===== src/rtl/led_driver_if.sv =====
// Bundles the LED driver control inputs and status outputs.
// The master side (upstream controller) drives blink/mode/level; the slave side is the driver.
interface led_driver_if #(
  parameter int unsigned PWM_BITS = 8
);
  logic                blink_i;
  logic [1:0]          mode_i;
  logic [PWM_BITS-1:0] level_i;
  logic                led_o;
  logic                period_o;
  logic [PWM_BITS-1:0] duty_o;

  modport master (
    output blink_i,
    output mode_i,
    output level_i,
    input  led_o,
    input  period_o,
    input  duty_o
  );

  modport slave (
    input  blink_i,
    input  mode_i,
    input  level_i,
    output led_o,
    output period_o,
    output duty_o
  );
endinterface


===== src/rtl/led_driver.sv =====
// PWM LED driver with OFF/ON/DIM/BREATHE modes; mode and duty only change at period boundaries.
// A breathing FSM ramps the duty up and down with optional hold periods at each extreme.
module led_driver #(
  parameter int unsigned PRESC    = 64,
  parameter int unsigned PWM_BITS = 8,
  parameter int unsigned HOLD     = 16
) (
  input logic        clk_i,
  input logic        rst_i,
  led_driver_if.slave bus
);

  localparam int unsigned         PrescW    = (PRESC > 1) ? $clog2(PRESC) : 1;
  localparam logic [PrescW-1:0]   PrescLast = PrescW'(PRESC - 1);
  localparam logic [PWM_BITS-1:0] AllOnes   = '1;
  localparam logic [7:0]          HoldLast  = (HOLD == 0) ? 8'd0 : 8'(HOLD - 1);

  localparam logic [1:0] ModeOff     = 2'b00;
  localparam logic [1:0] ModeOn      = 2'b01;
  localparam logic [1:0] ModeDim     = 2'b10;
  localparam logic [1:0] ModeBreathe = 2'b11;

  typedef enum logic [2:0] {StIdle, StUp, StHoldHi, StDown, StHoldLo} state_e;

  logic [PrescW-1:0]   presc_q, presc_d;
  logic [PWM_BITS-1:0] cnt_q, cnt_d;
  logic [PWM_BITS-1:0] duty_q, duty_d;
  logic [1:0]          mode_q, mode_d;
  logic [7:0]          hold_q, hold_d;
  state_e              state_q, state_d;
  logic                led_q, led_d;
  logic                period_q, period_d;

  logic                step, pb, pwm, raw;
  logic [PWM_BITS-1:0] duty_inc, duty_dec;

  always_comb begin
    // With PRESC=1 PrescLast is 0 and presc_q never leaves 0, so every cycle is a step.
    step     = (presc_q == PrescLast);
    presc_d  = step ? '0 : presc_q + 1'b1;
    cnt_d    = step ? cnt_q + 1'b1 : cnt_q;
    pb       = step && (cnt_q == AllOnes);
    // Registered one cycle early so period_o lines up with the boundary cycle itself.
    period_d = (presc_d == PrescLast) && (cnt_d == AllOnes);

    pwm = (duty_q == AllOnes) || (cnt_q < duty_q);
    unique case (mode_q)
      ModeOff:     raw = 1'b0;
      ModeOn:      raw = bus.blink_i;
      ModeDim:     raw = pwm & bus.blink_i;
      ModeBreathe: raw = pwm & bus.blink_i;
      default:     raw = 1'b0;
    endcase
    led_d = raw;

    duty_inc = (duty_q == AllOnes) ? duty_q : duty_q + 1'b1;
    duty_dec = (duty_q == '0) ? duty_q : duty_q - 1'b1;

    mode_d  = mode_q;
    duty_d  = duty_q;
    state_d = state_q;
    hold_d  = hold_q;

    if (pb) begin
      mode_d = bus.mode_i;
      if (bus.mode_i != ModeBreathe) begin
        state_d = StIdle;
        hold_d  = 8'd0;
        duty_d  = (bus.mode_i == ModeDim) ? bus.level_i : '0;
      end else begin
        unique case (state_q)
          StIdle: begin
            state_d = StUp;
            duty_d  = '0;
          end
          StUp: begin
            duty_d = duty_inc;
            hold_d = 8'd0;
            if (duty_inc == AllOnes) state_d = (HOLD == 0) ? StDown : StHoldHi;
          end
          StHoldHi: begin
            if (hold_q == HoldLast) state_d = StDown;
            else                    hold_d  = hold_q + 8'd1;
          end
          StDown: begin
            duty_d = duty_dec;
            hold_d = 8'd0;
            if (duty_dec == '0) state_d = (HOLD == 0) ? StUp : StHoldLo;
          end
          StHoldLo: begin
            if (hold_q == HoldLast) state_d = StUp;
            else                    hold_d  = hold_q + 8'd1;
          end
          default: state_d = StIdle;
        endcase
      end
    end
  end

  always_ff @(posedge clk_i) begin
    if (rst_i) begin
      presc_q  <= '0;
      cnt_q    <= '0;
      duty_q   <= '0;
      mode_q   <= ModeOff;
      hold_q   <= 8'd0;
      state_q  <= StIdle;
      led_q    <= 1'b0;
      period_q <= 1'b0;
    end else begin
      presc_q  <= presc_d;
      cnt_q    <= cnt_d;
      duty_q   <= duty_d;
      mode_q   <= mode_d;
      hold_q   <= hold_d;
      state_q  <= state_d;
      led_q    <= led_d;
      period_q <= period_d;
    end
  end

  assign bus.led_o    = led_q;
  assign bus.period_o = period_q;
  assign bus.duty_o   = duty_q;

endmodule


===== src/flat_wrapper.sv =====
// flat-port wrapper written by rule: the top's interface ports become plain ports
module led_driver_flat 
#(
  parameter int unsigned PRESC    = 64,
  parameter int unsigned PWM_BITS = 8,
  parameter int unsigned HOLD     = 16
)
  (clk_i, rst_i, bus_blink_i, bus_mode_i, bus_level_i, bus_led_o, bus_period_o, bus_duty_o);
  led_driver_if #(.PWM_BITS(PWM_BITS)) bus_i ();
  input logic clk_i;
  input logic rst_i;
  input wire logic [$bits(bus_i.blink_i)-1:0] bus_blink_i;
  input wire logic [$bits(bus_i.mode_i)-1:0] bus_mode_i;
  input wire logic [$bits(bus_i.level_i)-1:0] bus_level_i;
  output wire logic [$bits(bus_i.led_o)-1:0] bus_led_o;
  output wire logic [$bits(bus_i.period_o)-1:0] bus_period_o;
  output wire logic [$bits(bus_i.duty_o)-1:0] bus_duty_o;
  assign bus_i.blink_i = bus_blink_i;
  assign bus_i.mode_i = bus_mode_i;
  assign bus_i.level_i = bus_level_i;
  assign bus_led_o = bus_i.led_o;
  assign bus_period_o = bus_i.period_o;
  assign bus_duty_o = bus_i.duty_o;
  led_driver #(.PRESC(PRESC), .PWM_BITS(PWM_BITS), .HOLD(HOLD)) u_core (.clk_i(clk_i), .rst_i(rst_i), .bus(bus_i));
endmodule

===== config.mk =====
export PLATFORM = sky130hd
export DESIGN_NAME = led_driver_flat
export DESIGN_NICKNAME = d
export VERILOG_FILES = /design/src/rtl/led_driver_if.sv /design/src/rtl/led_driver.sv /design/src/flat_wrapper.sv
export SDC_FILE = /design/constraint.sdc
export NUM_CORES = 1
export LEC_CHECK = 0
export ABC_CLOCK_PERIOD_IN_PS = 5000
export CAP_MARGIN = 20
export CORE_MARGIN = 2
export CORE_UTILIZATION = 44
export CTS_CLUSTER_DIAMETER = 200
export DETAILED_ROUTE_END_ITERATION = 10
export GPL_TIMING_DRIVEN = 0
export PLACE_DENSITY_LB_ADDON = 0.2
export SYNTH_ARGS = -nofsm -noshare
export SYNTH_HDL_FRONTEND = slang
export SYNTH_SLANG_ARGS = --single-unit

===== constraint.sdc =====
create_clock -name clk_i -period 5 [get_ports clk_i]
set_input_delay 1 -clock clk_i [delete_from_list [all_inputs] [get_ports clk_i]]
set_output_delay 1 -clock clk_i [all_outputs]
set_load 0.05 [all_outputs]

# ---- Yosys cells after proc, flatten, opt, wreduce, memory -nomap -nowiden
# Cells that the tools add are included.
dict set report op_classes {
  n_addsub 5
  n_lt_le_gt_ge 1
  eq_ne 21
  n_mux 17
  bitwise_logic 1
  reduce_logical 15
}
# operator n
set op_table {}
lappend op_table {{$mux 8} 7}
lappend op_table {{$eq 8x8->1 const B} 4}
lappend op_table {{$add 8x1->8 const B} 3}
lappend op_table {{$pmux 8 s3} 1}
lappend op_table {{$logic_not 8->1} 2}
lappend op_table {{$pmux 8 s2} 1}
lappend op_table {{$mux 3} 5}
lappend op_table {{$pmux 3 s5} 1}
lappend op_table {{$eq 6x6->1 const B} 2}
lappend op_table {{$ne 3x1->1 const B} 4}
lappend op_table {{$eq 8x4->1 const B} 1}
lappend op_table {{$lt 8x8->1} 1}
lappend op_table {{$sub 8x1->8 const B} 1}
lappend op_table {{$add 6x1->6 const B} 1}
lappend op_table {{$eq 2x2->1 const B} 3}
lappend op_table {{$eq 3x2->1 const B} 2}
lappend op_table {{$mux 6} 1}
lappend op_table {{$reduce_or 2->1} 3}
lappend op_table {{$reduce_and 5->1} 1}
lappend op_table {{$reduce_bool 4->1} 1}
lappend op_table {{$eq 3x1->1 const B} 1}
lappend op_table {{$eq 3x3->1 const B} 1}
lappend op_table {{$logic_not 3->1} 1}
lappend op_table {{$ne 3x2->1 const B} 1}
lappend op_table {{10 further kinds} 11}
dict set report word_totals {
  regBits 37
  output_inout_bits 10
}

# ---- Longest topological paths before layout
# Gate-level depths: netlist (run 1).
dict set report logic_depth {
  ltp_word 6
  ltp_mapped 10
}

# ---- Worst setup path before layout (run 1)
# No wires, ideal clock.
dict set report synth_timing {
  path_type {flip-flop to flip-flop}
  from {register u_core.duty_q[0] (netlist: u_core.bus.duty_o[0])}
  to {register u_core.state_q[0]}
  setup_ps 121
  t_arrival_ps 2611
  t_required_ps 4879
  setup_slack_ps 2268
  path_stages_with_launch 10
  path_buffers 2
  cell_sequence {dfxtp_1 clkbuf_1 inv_1 ha_1 clkbuf_1 o41ai_1 a31oi_1 nor3_4 o211ai_2 mux2_4}
}
dict set report synth_via {
  elab_chain_cells 5
  elab_cells_between_ends 11
  cone_classes {add/sub (2); eq/ne (4); mux (2); reduce/logical (3)}
}
# element line_no
set synth_lines {}
lappend synth_lines {{start, declared} led_driver.sv:27} ;# logic [PWM_BITS-1:0] duty_q, duty_d;
lappend synth_lines {{start signal, assigned} led_driver.sv:113} ;# duty_q <= duty_d;
lappend synth_lines {{$add 8x1->8 (tied with other cells)} led_driver.sv:56} ;# duty_inc = (duty_q == AllOnes) ? duty_q : duty_q + 1'b1;
lappend synth_lines {{$mux 8 (on tied branches)} {led_driver.sv:56, led_driver.sv:57}}
lappend synth_lines {{$eq 8x8->1 / $logic_not 8->1 (equally long branches)} {led_driver.sv:79, led_driver.sv:88}}
lappend synth_lines {{$ne 3x1->1 (no source line)} -}
lappend synth_lines {{$reduce_and 5->1 (no source line) (*)} -}
lappend synth_lines {{end signal, assigned} led_driver.sv:107} ;# state_q <= StIdle;
lappend synth_lines {{end signal, assigned} led_driver.sv:116} ;# state_q <= state_d;
lappend synth_lines {{end, declared} led_driver.sv:30} ;# state_e state_q, state_d;
# Mark *: on every way between the ends. The rest lies on a longest branch, timed or not.
# A chain may end at the register's enable or synchronous reset.

# ---- Worst setup path after layout (run 1)
# Same ends and word-level chain as after synthesis.

==> results of run 1 <==
==> layout make-up <==
| class | instances | area (um2) |
|---|---|---|
| Clock buffer | 5 | 68.8 |
| Multi-Input combinational cell | 258 | 1750 |
| Sequential cell | 37 | 741 |
| Fill cell | 569 | 2780 |
| Tap cell | 75 | 93.8 |
| Timing Repair Buffer | 22 | 220 |
| Buffer | 20 | 97.6 |
| Inverter | 16 | 60.1 |
| Clock inverter | 3 | 43.8 |
==> cells by family after synthesis <==
group / after synthesis
buffers and inverters: 36
and+or+nand+nor: 141
xor gates and xnor gates: 20
adders and majority gates: 14
muxes: 7
DFF: 37
AOI/OAI and AO/OA: 76
==> final timing paths <==
kind	start	to	slack, ns	cells past startpoint
min	u_core.mode_q[0]	u_core.mode_q[0]	0.52	2
max	u_core.bus.duty_o[0]	u_core.state_q[0]	2.11	9
max reg2reg	u_core.bus.duty_o[0]	u_core.state_q[0]	2.11	9
min reg2reg	u_core.mode_q[0]	u_core.mode_q[0]	0.52	2
==> state kept, by name (all words and copies together) (netlist names) <==
name,count
u_core.mode_q,2
u_core.bus.led_o,1
u_core.bus.duty_o,8
u_core.state_q,3
u_core.cnt_q,8
u_core.presc_q,6
u_core.hold_q,8
u_core.bus.period_o,1
==> placed cells by master (no fill, tap or decap), types with 3 or more instances in the layout <==
| cell | count |
|---|---|
| nor2_1 | 40 |
| dfxtp_1 | 37 |
| nand2_1 | 27 |
| clkdlybuf4s50_1 | 22 |
| inv_1 | 16 |
| nand3_1 | 16 |
| ha_1 | 14 |
| xnor2_1 | 13 |
| nor3_1 | 13 |
| clkbuf_1 | 10 |
| a21oi_1 | 10 |
| o21ai_0 | 10 |
| xor2_1 | 7 |
| buf_2 | 6 |
| nand4_1 | 6 |
| mux2i_1 | 6 |
| nor4_1 | 5 |
| a21o_1 | 5 |
| a211oi_1 | 5 |
| a22oi_1 | 5 |
| clkbuf_8 | 5 |
| nand2b_1 | 4 |
| o21a_1 | 4 |
| o31ai_1 | 4 |
| and3_1 | 3 |
| or4_1 | 3 |
| nor2b_1 | 3 |
| a2111oi_0 | 3 |
| a311oi_1 | 3 |
| o21ai_1 | 3 |
| or4_4 | 3 |
| a31oi_1 | 3 |
==> stage by stage <==
step / power [uW] / utilization (%) / area (um2) / hold WS (ns)
floorplan: 319 / - / 2640 / 0.462
global placement: 335 / 50.6 / 2960 / 0.492
detailed placement: 335 / 50.6 / 2960 / 0.498
CTS: 603 / 52.5 / 3070 / 0.519
global route: 619 / 52.5 / 3070 / 0.555
finish: 591 / 52.5 / 3070 / 0.517
==> routing by layer <==
| layer | up-vias | global-route usage (%) | part of all wire, % |
|---|---|---|---|
| met1 | 1144 | 28.1 | 48 |
| met2 | 66 | 35.1 | 46 |
| met5 | - | 0 | 0 |
| met4 | 0 | 7.80 | 2.0 |
| li1 | 1263 | - | - |
| met3 | 14 | 4.07 | 4.4 |
==> worst max-delay path: stages (launching register included) <==
cell and delay [ns]:
dfxtp_1 0.37, clkbuf_1 0.26, inv_1 0.18, ha_1 0.26, or3b_2 0.52, nor2_2 0.21
mux2i_1 0.29, a21o_1 0.25, o211ai_2 0.13, mux2_4 0.31
==> power by group through the flow <==
stage / logic, uW / registers, uW / clock network, uW
floorplan: 13.2 / 306 / 0
global placement: 29.0 / 306 / 0
detailed placement: 28.9 / 306 / 0
CTS: 29.1 / 299 / 274
global route: 31.7 / 300 / 287
finish: 28.9 / 299 / 263
==> reports/metrics.cfg, run 1 <==
[clock_network]
clockBufferDepth=2
cts_hold_buf=0
cts_tree=built
clock-sinks=37
cts_resized=0
cts.htree.levels=2
cts_buffers=5
post_cts_buffers=0
ctsRootBufferMaster=clkbuf_8
clkLatencyLatePin_ns=0.29
path_clk_slew_ns=0.08

[worst_setup_path]
end_kind=flip-flop
critPathRequiredTime_ns=5.19
critPathKind=flip-flop to flip-flop
worstPathMaxFanout=10
cp-start-kind=flip-flop
arrival_ns=3.07

[synthesis]
synthDistinctLibCells=62
synth_top_family_by_area=simple AND/OR/NAND/NOR gates
yosysSeqAreaShare_pct=28.0
syn-num-nets=358
synth-edff-count=0
ys_ff_latch=37
synth_fa_ha_area_share_pct=6.63
synth_compound_area_share_pct=21.0
synthSimpleGateAreaFrac_pct=28.9
synthCells=331
syn_area_per_cell_um2=7.99
synth_top_cells_by_area=dfxtp_1, ha_1, nor2_1
yosysTopAreaCell=dfxtp_1
synthMuxAreaShare_pct=2.84
synthArstFlopShare_pct=0
syn_area_um2=2640
yosys.area.top_type_share_pct=28.0
yosys_most_used_dff=dfxtp_1
synth_xor_area_share_pct=6.63
ys_top_cells_by_count=nor2_1, dfxtp_1, nand2_1, inv_1, nand3_1
yosysWarnings=0
yosysMostFrequentCell=nor2_1

[timing]
fin_ws_ns=2.11
hold_viol=0
period_minus_slack_ns=2.89
rsz0062_at_grt=false
fin_crit_sh_pct=57.7
fmax_mhz=346
worst_pin_slew_ns=0.651
max_slew_margin_pct=56.6
drv_slew=0
setup_tns_ns=0
setup_viol=0
clock_skew_ns=0.00615

[layout]
fin_nets=387
synthToLayoutAreaGrowth_pct=16.1
layout-drive-gt1-share_pct=9.70
fin_cells=436
diodes=0

[floorplanning]
rows=28
die_height_um=81.5
io_pins=23
die_w_um=81.5
start_util_pct=45.2
core_area_um2=5850
die_area_um2=6640

[placement]
dp_slack_ns=1.85
io_buffer_count=22
dp_hpwl_um=4820
dp_cells=428
gp_congestion=0.878

[routing]
firstDrtPassIters=4
routed_via_density=5.70
wirelength_um=6470
via_count=2487
antenna_left=0
drt_iter0_drc=288
drc_errors=0
route.detailed.wl_per_inst_um=14.8

[pwr]
power_density_nw_per_um2=193
p_sw_share_pct=22.3
vdd_drop_max_uv=131
p_clk_share_pct=44.5
comb_power_share_pct=4.9
power_frac_seq_pct=50.6
leakagePower_uw=0.00107
power.internal_uw=460
p_switching_uw=132

[grt]
grtUsageTotal_pct=21.5
overflow=0
antenna_found_initial=0
grt_max_degree=14
first_global_vias=2379
grt_pass1_wl_um=11200

[job]
maxCapViolations=0

[run_status]
status=complete, no violations

[worst_hold_path]
worstHoldPathType=flip-flop to flip-flop

Power figures use the tool's default switching activity.
==> inputs of run 2 (changes only) <==
ABC_CLOCK_PERIOD_IN_PS = 2500   (was 5000)
clock period = 2.5 ns   (was 5 ns; I/O delays follow)
==> reports/metrics.cfg, run 2 (synthesis gave the netlist of run 1 again) <==
[floorplanning]
start_util_pct=45.2
rows=28
core_area_um2=5850
die_area_um2=6640
io_pins=23
die_w_um=81.5
die_height_um=81.5

[routing]
drt_iter0_drc=211
route.detailed.wl_per_inst_um=15.5
wirelength_um=6840
antenna_left=0
firstDrtPassIters=5
drc_errors=0
routed_via_density=5.75
via_count=2537

[timing]
fmax_mhz=414
period_minus_slack_ns=2.41
setup_viol=0
fin_ws_ns=0.0864
max_slew_margin_pct=62.1
worst_pin_slew_ns=0.561
drv_slew=0
fin_crit_sh_pct=96.5
clock_skew_ns=0.0128
setup_tns_ns=0
hold_viol=0

[clock_network]
clockBufferDepth=2
cts.htree.levels=2
path_clk_slew_ns=0.09
cts_tree=built
clkLatencyLatePin_ns=0.29
clock-sinks=37
ctsRootBufferMaster=clkbuf_8
cts_hold_buf=0
cts_buffers=5

[layout]
mostFrequentLayoutCells=nor2_1, dfxtp_1, nand2_1
final_cell_area_um2=3150
utilization_pct=53.8
synthToLayoutAreaGrowth_pct=19.0
nFillCells=531
fin_nets=392
final_common_cell=nor2_1
layout-drive-gt1-share_pct=13.9
diodes=0

[pwr]
leakagePower_uw=0.00108
vdd_drop_max_uv=246
power_density_nw_per_um2=343

[placement]
io_buffer_count=22
dp_slack_ns=-0.246
dp_hpwl_um=4990
gp_congestion=0.922
placed_area_um2=2970

[worst_setup_path]
cp-start-kind=primary input
end_kind=flip-flop
worstPathMaxFanout=6
arrival_ns=2.64
critPathKind=primary input to flip-flop
critPathRequiredTime_ns=2.73
rrSetupSlack_ns=0.09

[grt]
grtUsageTotal_pct=22.4
antenna_found_initial=0
grt_pass1_wl_um=11500
first_global_vias=2469
overflow=0
grt_max_degree=13

[worst_hold_path]
worstHoldPathType=flip-flop to flip-flop

[job]
maxCapViolations=0

[run_status]
status=complete, no violations

-- run 2: layer usage --
metal	GRT usage, %	routed length [um]	share of wire, %	up-vias
li1	-	-	-	1275
met1	30.0	3160	46	1165
met2	35.2	3090	45	88
met3	5.93	490	7.2	9
met4	6.61	98	1.4	0
met5	0	0	0	-
-- run 2: through the flow --
| step | hold slack, ns | std cells | total power (uW) |
|---|---|---|---|
| 2_1_floorplan | 0.462 | 331 | 638 |
| 3_3_place_gp | 0.486 | 428 | 671 |
| 3_5_place_dp | 0.500 | 428 | 671 |
| 4_1_cts | 0.520 | 438 | 1100 |
| 5_1_grt | 0.553 | 441 | 1130 |
| 6_report | 0.514 | 441 | 1080 |
-- run 2: path summary, 6_finish.rpt --
| kind | start | endpoint | cells past startpoint |
|---|---|---|---|
| hold reg to reg | u_core.mode_q[0] | u_core.mode_q[0] | 2 |
| setup reg to reg | u_core.bus.duty_o[1] | u_core.state_q[0] | 9 |
| hold / removal | u_core.mode_q[0] | u_core.mode_q[0] | 2 |
| setup / recovery | bus_mode_i[0] | u_core.state_q[2] | 9 |
-- run 2: power by group --
part / switching (uW) / total (uW) / internal, uW
combinational: 30.3 / 58.3 / 28.0
clock: 228 / 421 / 193
sequential: 6.14 / 599 / 593
total: 265 / 1080 / 814
-- run 2: critical path: stages --
cell and delay [ns]:
clkdlybuf4s50_1 0.57, and4b_1 0.22, clkbuf_1 0.31, nand2_1 0.26, a21oi_4 0.25, nor3_4 0.07
buf_4 0.17, a21bo_1 0.20, a21oi_2 0.10
-- run 2: what timing repair did --
action                                 CTS  global route
resized for setup                        5             5
setup endpoints to repair                3            12
endpoints found under the hold margin    0             0
setup buffers                            2             4
pin swaps                                2             4
-- run 2: final cells by class --
class	count	area (um2)	area share (%)
Buffer	19	97.6	3.10
Multi-Input combinational cell	258	1800	57.2
Clock buffer	5	68.8	2.19
Sequential cell	37	743	23.6
Tap cell	75	93.8	2.98
Clock inverter	3	17.5	0.557
Inverter	16	60.1	1.91
Timing Repair Buffer	28	265	8.43
==> inputs of run 3 (changes only) <==
DONT_BUFFER_PORTS = 1   (was default)
SLEW_MARGIN = 10   (was default)
==> reports/metrics.cfg, run 3 (synthesis gave the netlist of run 1 again) <==
[layout]
synthToLayoutAreaGrowth_pct=13.3
layout-drive-gt1-share_pct=17.6
final_common_cell=nor2_1
seqCellArea_um2=761
nFillCells=589
diodes=0
final_cell_area_um2=2990
multi_input_area_um2=1800
mostFrequentLayoutCells=nor2_1, dfxtp_1, nand2_1
fin_nets=372
utilization_pct=51.2

[pwr]
leakagePower_uw=0.00103
power_density_nw_per_um2=373
vdd_drop_max_uv=275

[clock_network]
cts_tree=built
ctsRootBufferMaster=clkbuf_8
clockBufferDepth=2
cts_hold_buf=0
clkLatencyLatePin_ns=0.30
cts.htree.levels=2
path_clk_slew_ns=0.08
clock-sinks=37
cts_buffers=5

[worst_setup_path]
rrSetupSlack_ns=0.02
endpoint=u_core.state_q[0]
arrival_ns=2.67
rr_endpoint=u_core.state_q[0]
end_kind=flip-flop
cp-start-kind=flip-flop
critPathRequiredTime_ns=2.69
rr_startpoint=u_core.bus.duty_o[0]
critPathKind=flip-flop to flip-flop
rr_worst_depth=9
crit_start=u_core.bus.duty_o[0]
worstPathMaxFanout=10

[floorplanning]
rows=28
start_util_pct=45.2
io_pins=23
die_area_um2=6640
die_height_um=81.5
core_area_um2=5850
die_w_um=81.5

[routing]
via_count=2595
routed_via_density=6.16
wirelength_um=6990
antenna_left=0
route.detailed.wl_per_inst_um=16.6
drc_errors=0
drt_iter0_drc=299
firstDrtPassIters=5

[timing]
period_minus_slack_ns=2.48
fmax_mhz=403
fin_crit_sh_pct=99.3
rsz0062_at_grt=true
worst_pin_slew_ns=0.626
hold_viol=0
max_slew_margin_pct=58.3
drv_slew=0
setup_viol=0
clock_skew_ns=0.00934

[grt]
grtUsageTotal_pct=22.3
antenna_found_initial=0
grt_max_degree=13
overflow=0
first_global_vias=2255
grt_pass1_wl_um=11400

[placement]
dp_hpwl_um=4990
gp_congestion=0.974
placed_area_um2=2750
io_buffer_count=0

[run_status]
status=complete, no violations

[worst_hold_path]
worstHoldPathType=primary input to flip-flop

[job]
maxCapViolations=0

[run 3: cell types whose count changed in the layout (fill, tap and decap cells not counted), sizes merged]
cell / delta
buf: +2
clkbuf: +2
clkdlybuf4s50: -22
clkinv: -2
clkinvlp: -1
inv: +1
[run 3: worst min-delay path by stage]
stage	cells past startpoint	start	slack, ns	endpoint
2_1_floorplan	2	u_core.mode_q[0]	0.46	u_core.mode_q[0]
3_3_place_gp	2	u_core.mode_q[0]	0.49	u_core.mode_q[0]
3_5_place_dp	2	u_core.mode_q[0]	0.50	u_core.mode_q[0]
4_1_cts	2	bus_mode_i[1]	0.35	u_core.mode_q[1]
5_1_grt	2	bus_mode_i[0]	0.38	u_core.mode_q[0]
6_report	2	bus_mode_i[0]	0.36	u_core.mode_q[0]
[run 3: stage by stage]
stage | total power [uW] | instances | hold WS [ns] | setup TNS (ns) | setup slack (ns)
detailed placement | 650 | 406 | 0.497 | -0.624 | -0.330
global route | 1160 | 421 | 0.375 | -0.0546 | -0.0489
floorplan | 638 | 331 | 0.462 | 0 | 0.0157
CTS | 1140 | 416 | 0.354 | 0 | 0.00772
finish | 1120 | 421 | 0.365 | 0 | 0.0175
global placement | 650 | 406 | 0.487 | -0.541 | -0.298
[run 3: repair_timing]
item,4_1_cts,5_1_grt
setup buffers,2,6
pin swaps,3,6
resized for setup,18,9
endpoints found under the setup margin,4,11
[run 3: critical path, cell delays in order (launching register included)]
cell and delay (ns):
dfxtp_4 0.42, clkbuf_8 0.19, inv_4 0.08, ha_4 0.16
or3b_4 0.43, nor2_4 0.15, mux2i_2 0.28, a21o_1 0.23
o211ai_2 0.12, mux2_4 0.30
[run 3: routing by layer]
metal	vias to the layer above	global-route usage (%)	routed length, um
met5	-	0	0
met4	0	8.31	177
met3	18	4.40	571
met2	141	34.9	3150
met1	1200	30.2	3090
li1	1236	-	-
[run 3: where the power goes]
part	leakage [uW]	internal [uW]	total (uW)	switching, uW
combinational	0.000673	11.6	37.3	25.7
sequential	0.000304	588	595	6.07
clock	0.0000549	255	486	232
[run 3: cell type report]
type	instances	area share [%]
buffer	19	3.55
clock buffer	7	3.22
clock inverter	1	0.293
inverter	16	2.17
multi-input combinational	258	60.2
sequential	37	25.4
tap	75	3.13
timing repair buffer	8	2.01
